===== src/rtl/bus_arb.sv =====
// bus_arb: round-robin arbiter that shares one upstream bus master port among NREQ requesters.
// Optional watchdog (TOUT state, timeout_flag port) is built when BUS_ARB_TIMEOUT_EN is defined.
module bus_arb #(
  parameter int NREQ           = 2,
  parameter int TIMEOUT_CYCLES = 1024
) (
  input  logic                 clk_core,
  input  logic                 reset,
  // requester side
  input  logic [NREQ-1:0]      req_cvalid,
  output logic [NREQ-1:0]      arb_cready,
  input  logic [NREQ-1:0]      req_cmd,
  input  logic [NREQ*27-1:0]   req_addr,
  input  logic [NREQ-1:0]      req_wvalid,
  output logic [NREQ-1:0]      arb_wready,
  input  logic [NREQ-1:0]      req_wlast,
  input  logic [NREQ*32-1:0]   req_wdata,
  input  logic [NREQ*4-1:0]    req_wmask,
  output logic [NREQ-1:0]      arb_rvalid,
  input  logic [NREQ-1:0]      req_rready,
  output logic                 arb_rlast,
  output logic [31:0]          arb_rdata,
  output logic [NREQ-1:0]      arb_error,
  input  logic [NREQ-1:0]      req_eack,
  // downstream bus side
  output logic                 arb_cvalid,
  output logic                 arb_cmd,
  output logic [26:0]          arb_addr,
  input  logic                 bus_cready,
  output logic                 arb_wvalid,
  output logic                 arb_wlast,
  output logic [31:0]          arb_wdata,
  output logic [3:0]           arb_wmask,
  input  logic                 bus_wready,
  input  logic                 bus_rvalid,
  input  logic                 bus_rlast,
  input  logic [31:0]          bus_rdata,
  output logic                 arb_rready,
  input  logic                 bus_error,
  output logic                 arb_eack,
  // status
  output logic [NREQ-1:0]      arb_grant,
`ifdef BUS_ARB_TIMEOUT_EN
  output logic                 timeout_flag,
`endif
  output logic [1:0]           arb_state
);

  // Handshakes: a beat transfers on a rising clk_core edge where valid and ready are both 1;
  // a source that raises valid holds it, with its payload stable, until that beat.

  localparam int IW = (NREQ > 1) ? $clog2(NREQ) : 1;

`ifdef BUS_ARB_TIMEOUT_EN
  typedef enum logic [1:0] {IDLE = 2'd0, CMD = 2'd1, DATA = 2'd2, TOUT = 2'd3} state_t;
  localparam logic [15:0] TOUT_LAST = 16'(TIMEOUT_CYCLES - 1);
  logic [15:0] tcnt;
`else
  typedef enum logic [1:0] {IDLE = 2'd0, CMD = 2'd1, DATA = 2'd2} state_t;
  // The watchdog limit only matters in the timeout build.
  localparam int unused_timeout = TIMEOUT_CYCLES;
`endif

  state_t          state;
  logic [NREQ-1:0] grant;
  logic [IW-1:0]   gidx;
  logic [IW-1:0]   last;
  logic            rd;

  // granted requester's channels
  int              gsel;
  logic            g_cvalid, g_cmd, g_wvalid, g_wlast, g_rready, g_eack;
  logic [26:0]     g_addr;
  logic [31:0]     g_wdata;
  logic [3:0]      g_wmask;

  assign gsel     = int'(gidx);
  assign g_cvalid = req_cvalid[gidx];
  assign g_cmd    = req_cmd[gidx];
  assign g_wvalid = req_wvalid[gidx];
  assign g_wlast  = req_wlast[gidx];
  assign g_rready = req_rready[gidx];
  assign g_eack   = req_eack[gidx];
  assign g_addr   = req_addr[gsel*27 +: 27];
  assign g_wdata  = req_wdata[gsel*32 +: 32];
  assign g_wmask  = req_wmask[gsel*4 +: 4];

  logic in_cmd, in_data, wr_ph, rd_ph, active;
  assign in_cmd  = (state == CMD);
  assign in_data = (state == DATA);
  assign wr_ph   = in_data & ~rd;
  assign rd_ph   = in_data & rd;
  assign active  = in_cmd | in_data;

  // Everything below is gated by registered state, so reset silences the bus immediately.
  assign arb_cvalid = in_cmd & g_cvalid;
  assign arb_cmd    = in_cmd & g_cmd;
  assign arb_addr   = in_cmd ? g_addr : 27'd0;
  assign arb_cready = in_cmd ? (grant & {NREQ{bus_cready}}) : '0;

  assign arb_wvalid = wr_ph & g_wvalid;
  assign arb_wlast  = wr_ph & g_wlast;
  assign arb_wdata  = wr_ph ? g_wdata : 32'd0;
  assign arb_wmask  = wr_ph ? g_wmask : 4'd0;
  assign arb_wready = wr_ph ? (grant & {NREQ{bus_wready}}) : '0;

  assign arb_rvalid = rd_ph ? (grant & {NREQ{bus_rvalid}}) : '0;
  assign arb_rready = rd_ph & g_rready;
  assign arb_rlast  = rd_ph & bus_rlast;
  assign arb_rdata  = rd_ph ? bus_rdata : 32'd0;

  assign arb_eack   = active & g_eack;

  always_comb begin
    arb_error = active ? (grant & {NREQ{bus_error}}) : '0;
`ifdef BUS_ARB_TIMEOUT_EN
    if (state == TOUT) arb_error = grant;
`endif
  end

  assign arb_grant = grant;
  assign arb_state = state;

  logic cmd_fire, w_fire, r_fire, txn_done;
  assign cmd_fire = arb_cvalid & bus_cready;
  assign w_fire   = arb_wvalid & bus_wready;
  assign r_fire   = bus_rvalid & arb_rready;
  assign txn_done = (bus_error & arb_eack) | (w_fire & g_wlast) | (r_fire & bus_rlast);

  // Round-robin search starting just after the last completed requester.
  logic            pick_found;
  logic [IW-1:0]   pick_idx;
  logic [NREQ-1:0] pick_oh;

  always_comb begin
    int idx;
    logic [IW-1:0] idx_t;
    idx        = 0;
    idx_t      = '0;
    pick_found = 1'b0;
    pick_idx   = '0;
    pick_oh    = '0;
    for (int k = 1; k <= NREQ; k++) begin
      idx = int'(last) + k;
      if (idx >= NREQ) idx = idx - NREQ;
      idx_t = idx[IW-1:0];
      if (!pick_found && req_cvalid[idx_t]) begin
        pick_found     = 1'b1;
        pick_idx       = idx_t;
        pick_oh[idx_t] = 1'b1;
      end
    end
  end

  always_ff @(posedge clk_core or posedge reset) begin
    if (reset) begin
      state <= IDLE;
      grant <= '0;
      gidx  <= '0;
      last  <= IW'(NREQ - 1);
      rd    <= 1'b0;
`ifdef BUS_ARB_TIMEOUT_EN
      tcnt         <= 16'd0;
      timeout_flag <= 1'b0;
`endif
    end else begin
      case (state)
        IDLE: begin
          if (pick_found) begin
            grant <= pick_oh;
            gidx  <= pick_idx;
            state <= CMD;
`ifdef BUS_ARB_TIMEOUT_EN
            tcnt  <= 16'd0;
`endif
          end
        end
        CMD, DATA: begin
          if (txn_done) begin
            state <= IDLE;
            grant <= '0;
            last  <= gidx;
          end else if (cmd_fire) begin
            rd    <= g_cmd;
            state <= DATA;
`ifdef BUS_ARB_TIMEOUT_EN
            tcnt  <= 16'd0;
          end else if (w_fire || r_fire) begin
            tcnt <= 16'd0;
          end else if (tcnt == TOUT_LAST) begin
            state        <= TOUT;
            timeout_flag <= 1'b1;
          end else begin
            tcnt <= tcnt + 16'd1;
`endif
          end
        end
`ifdef BUS_ARB_TIMEOUT_EN
        TOUT: begin
          if (req_eack[gidx]) begin
            state <= IDLE;
            grant <= '0;
            last  <= gidx;
          end
        end
`endif
        default: state <= IDLE;
      endcase
    end
  end

`ifndef SYNTHESIS
  logic [26:0] dbg_addr;
  always @(posedge clk_core) begin
    if (!reset) begin
      if (state == IDLE && pick_found) begin
        dbg_addr <= req_addr[int'(pick_idx)*27 +: 27];
        $display("bus_arb: grant req%0d addr=%h", pick_idx, req_addr[int'(pick_idx)*27 +: 27]);
      end
      if (active && txn_done)
        $display("bus_arb: done req%0d addr=%h", gidx, dbg_addr);
      if (in_cmd && !g_cvalid)
        $error("bus_arb: req%0d dropped cvalid before cready", gidx);
    end
  end
`endif

endmodule


===== config.mk =====
export PLATFORM = sky130hd
export DESIGN_NAME = bus_arb
export DESIGN_NICKNAME = d
export VERILOG_FILES = /design/src/rtl/bus_arb.sv
export SDC_FILE = /design/constraint.sdc
export NUM_CORES = 1
export LEC_CHECK = 0
export BUFFER_PORTS_ARGS = -buffer_cell sky130_fd_sc_hd__buf_4
export CORE_AREA = 4 4 110 112
export CTS_BUF_LIST = sky130_fd_sc_hd__clkbuf_4 sky130_fd_sc_hd__clkbuf_8
export DETAILED_ROUTE_END_ITERATION = 16
export DIE_AREA = 0 0 114 116
export PLACE_DENSITY = 0.54
export SETUP_SLACK_MARGIN = 0.02
export SLEW_MARGIN = 0
export SYNTH_ARGS = -nofsm -noshare
export SYNTH_HDL_FRONTEND = slang
export SYNTH_SLANG_ARGS = --single-unit

===== constraint.sdc =====
create_clock -name clk_core -period 1.8 [get_ports clk_core]
set_input_delay 0.36 -clock clk_core [delete_from_list [all_inputs] [get_ports clk_core]]
set_output_delay 0.36 -clock clk_core [all_outputs]
set_load 0.02 [all_outputs]

Word level (Yosys, flattened, before mapping):

Index checks and enable logic that the tools add are counted.
Widths: inputs -> output; s select.

* output and inout bits: 114
* register bits: 7

* shift-type cells: 3
* order comparisons: 7
* bitwise gates (word level): 25
* equality and inequality tests: 5
* reductions and logical operators: 12
* mux-type cells: 43
* $add $sub $neg: 4
* multipliers: 1

Operators by type and width (number)
* $mux 32: 2
* $shiftx 64x7->32: 1
* $shiftx 54x7->27: 1
* $mux 27: 1
* $mux 1: 24
* $mux 2: 11
* $and 1x1->1: 15
* $and 2x2->2: 4
* $pmux 2 s2: 2
* $shiftx 8x4->4: 1
* $lt 1x2->1 const B: 3
* $mul 1x5->6 const B: 1
* $reduce_and 2->1: 3
* $reduce_and 3->1: 2
* $mux 4: 1
* $ne 2x2->1 const B: 2
* $add 1x2->3 const B: 1
* $ge 3x2->1 const B: 1
* $logic_and 1x1->1: 3
* $ne 3x3->1 const B: 1
* $or 1x1->1: 3
* $add 1x1->2 const B: 1
* $demux 1 s1: 2
* $eq 2x1->1 const B: 1
* 10 further kinds: 13

Logic depth before layout (Yosys ltp):

* word-level depth: 12
* gate-level depth with buffers: 7
* mapped depth without buffers: 6

Worst setup path before layout:

No wires, ideal clock.

* kind: reg-to-reg
* from: register state[0] (netlist: arb_state[0])
* to: register state[1] (netlist: arb_state[1])
* stages on the path, launching flop included: 8
* period minus slack after synthesis: 2.036 ns
* slack: -0.236 ns
* data arrival time: 1.910 ns
* cells stage by stage: dfrtp_1 -> inv_1 -> ha_1 -> clkbuf_1 -> nand2_1 -> o32ai_2 -> nor4b_2 -> a311o_1

* word-level cells in the longest chain between the ends: 9
* elaborated cells between the ends (all ways): 24
* those cells by class: eq/ne: 4; mux: 2; bitwise: 15; reduce/logical: 3

Ends and longest elaborated chain
* start, declared: line 64 `state_t state;`
* start signal, assigned: line 157 `state <= IDLE;`
* start signal, assigned: line 172 `state <= CMD;`
* start signal, assigned: line 180 `state <= IDLE;`
* $eq 2x2->1: line 90, 167
* $and 1x1->1: line 91 `assign wr_ph = in_data & ~rd;`
* $and 1x1->1: line 101 `assign arb_wvalid = wr_ph & g_wvalid;`
* $and 1x1->1: line 126 `assign w_fire = arb_wvalid & bus_wready;`
* $and 1x1->1: line 128 `assign txn_done = (bus_error & arb_eack) | (w_fire & g_wlast) | (r_fire & bus_rlast);`
* $or 1x1->1 (2 in series): line 128
* $mux 2 / $ne 3x3->1 (equally long branches)
* $pmux 2 s2 / $reduce_and 2->1 (equally long branches)

Parallel ways exist; a longest one is shown, timed or not.
A chain may end at the register's enable or synchronous reset.

Worst setup path after layout:

* from: register gidx
* to: output arb_wdata[30]

* word-level cells in the longest chain between the ends: 2

Ends and longest elaborated chain
* start, declared: line 66 `logic [IW-1:0] gidx;`
* start signal, assigned: line 171 `gidx <= pick_idx;`
* $shiftx 64x7->32: line 85 `assign g_wdata = req_wdata[gsel*32 +: 32];`
* $mux 32: line 103 `assign arb_wdata = wr_ph ? g_wdata : 32'd0;`
* end, declared: line 32 `output logic [31:0] arb_wdata,`

Every way passes these cells.

==> reports/results.txt <==
Reg2reg end - arb_state[1]
Final Critical Period - 1900 ps
Worst EP arrival - 1540 ps
Relative slew slack - 75.0%
Setup-failing EPs final - 77
H-tree depth - 1
Worst r2r src - arb_state[0]
Crit Path Category - flip-flop to primary output
Layout cells sized above 1 - 78.4%
Final TNS setup - -4180 ps
DP HPWL - 9.19 mm
Worst-skew pair later-pin latency - 240 ps
Worst-path clk slew - 50 ps
Top FF cell, synth - dfrtp_1
Final instance area - 5640 um^2
First-pass GRT wire length - 16.3 mm
CP Launch Type - flip-flop
Max Transition Viols Final - 0
CTS Buf Count - 3
Seq/Total Area, Yosys - 9.57%
Post-DRT Antenna Nets - 0
LEAKAGE - 2.82 nW
Status - complete, but fails checks
Crit share post-route - 106%
Root Driver - clkbuf_8
Maxcap violations - 0
CTS Sinks - 7
Vias - 3064
Routability congestion estimate - 0.836
Placed cell count - 683
Area grow syn2layout - 206%
Max FO, Critical Path - 11
Die Footprint - 13200 um^2
R2r worst-path depth - 8
CP required - 1440 ps
Reg2reg setup slack - -40 ps
Core Area - 11200 um^2
Die Wd - 114 um
Final Net Count - 740
DR iter-0 viols - 84
Post-Syn Area - 1840 um^2
Cell row count - 39
Asr flop ratio synth - 100%
Maximum VDD drop - 0.000870 V
Pwr per Cell Area - 1120 nW/um^2
Per-cell routed wire length - 17.7 um
Fill cell count - 1057
Pre-CTS setup slack - -124 ps
DR vias/cell - 4.36
Final core utilization - 50.2%
Chip height - 116 um
DRC errors left - 0
TritonCTS clock tree - done
Synth top area share - 36.9%
Largest net degree at the start of global routing - 37
Initial core utilization - 16.4%
Synth unique cells - 30
WL final - 12.5 mm
Flops & latches, synth - 7
Multi-input logic area - 2220 um^2
Crit end category - primary output
Most common cell after layout, fill and taps aside - buf_4
Non-filler cells, final - 702
Final Skew - 5.36 ps
Initial antenna violation count - 0
Sequential cell area - 183 um^2
Placed Area - 4450 um^2
Final hold vios - 0
GRT Util Overall - 15.2%
Ys Warns - 0
Vias in the first global route - 3021
Mean post-synth cell area - 7.43 um^2
# IOs - 291
Hold Crit Class - primary input to asynchronous set/reset pin
Failing checks - negative setup slack
CTS Buffer Depth - 2
Pre-antenna DRT Iters - 4
Syn Inst Count - 248
Worst slew pin tran - 371 ps
Commonest non-fill, non-tap cells in the layout - buf_4, buf_6, mux2i_1
Antenna diode count - 0
Setup ws final - -103 ps
Post-Synthesis Net Count - 428
Number of synthesized flops with an enable pin - 0
Residual overflow from global routing - 0
Cell taking the most area after synthesis - mux2i_1
Area contributors post-synth - mux2i_1, and3_1, nor2b_1
Port bufs - 290
Setup repair after global routing missed its margin - yes
Fmax - 0.525 GHz
repair_timing:
item / CTS / global route
hold buffers: 0 / 0
gates resized for setup: 57 / 138
buffers inserted: 2 / 2
pin swaps: 2 / 24
cloned: 4 / 7
setup endpoints to repair: 115 / 115
worst max-delay path by stage:
stage,from,slack (ps),end
after global placement,gidx,-40,arb_state[0]
final,gidx,-100,arb_wdata[30]
after floorplan,arb_state[0],-20,arb_state[1]
after detailed placement,gidx,-120,arb_state[0]
after global routing,gidx,-150,arb_wdata[10]
after CTS,arb_state[0],-90,arb_wready[1]
registers in the layout, indices dropped and copies added, names as in the netlist:
signal	flops
last	1
arb_state	2
arb_grant	2
rd	1
gidx	1
worst max-delay path, cell delays in order (launching register included):
cell	delay (ps)
dfrtp_4	450
buf_12	180
buf_12	200
mux2i_2	280
nor2_4	60
buf_6	130
per-layer routing:
metal / track usage (%) / vias to the layer above / wire length [um] / share of wire [%]
met2: 28.8 / 140 / 6710 / 54
met3: 3.34 / 5 / 989 / 7.9
met4: 1.82 / 0 / 66 / 0.53
met1: 17.8 / 1420 / 4700 / 38
li1: - / 1499 / - / -
met5: 0 / - / 0 / 0
kinds of logic (layout without fill, tap and decap cells):
logic type	after synthesis	count (layout)	synth area share (%)
compound gates	10	10	4.89
fa+ha+maj	3	3	2.04
buf+inv	30	341	6.86
flops	7	7	9.57
mux	71	71	38.9
simple gates	127	127	37.7
power by group:
| group | switching (mW) | total [mW] | internal, mW |
|---|---|---|---|
| Sequential | 0.0957 | 0.346 | 0.251 |
| Clock | 0.0838 | 0.235 | 0.151 |
| Combinational | 2.68 | 5.73 | 3.05 |
Yosys cell counts (3+ instances only):
library cell	n
and3_1	40
nor2_1	43
ha_1	3
inv_1	7
buf_2	5
dfrtp_1	6
nand2_1	5
mux2i_1	68
nor2b_1	29
clkbuf_1	16
area by class of cell:
cell class                      instances  area share (%)
Tap cell                              143            3.17
Clock buffer                            3           0.732
Multi-Input combinational cell        211            39.3
Inverter                                7           0.466
Clock inverter                          1          0.0888
Sequential cell                         7            3.24
Timing Repair Buffer                  330            53.0
stage by stage:
step / total power [mW] / hold slack (ps)
2_1_floorplan: 2.83 / 163
3_3_place_gp: 4.56 / 327
3_5_place_dp: 4.59 / 326
4_1_cts: 5.49 / 74.8
5_1_grt: 6.68 / 91.0
6_report: 6.31 / 68.6
Note: power is estimated with default switching activity, not from simulation.
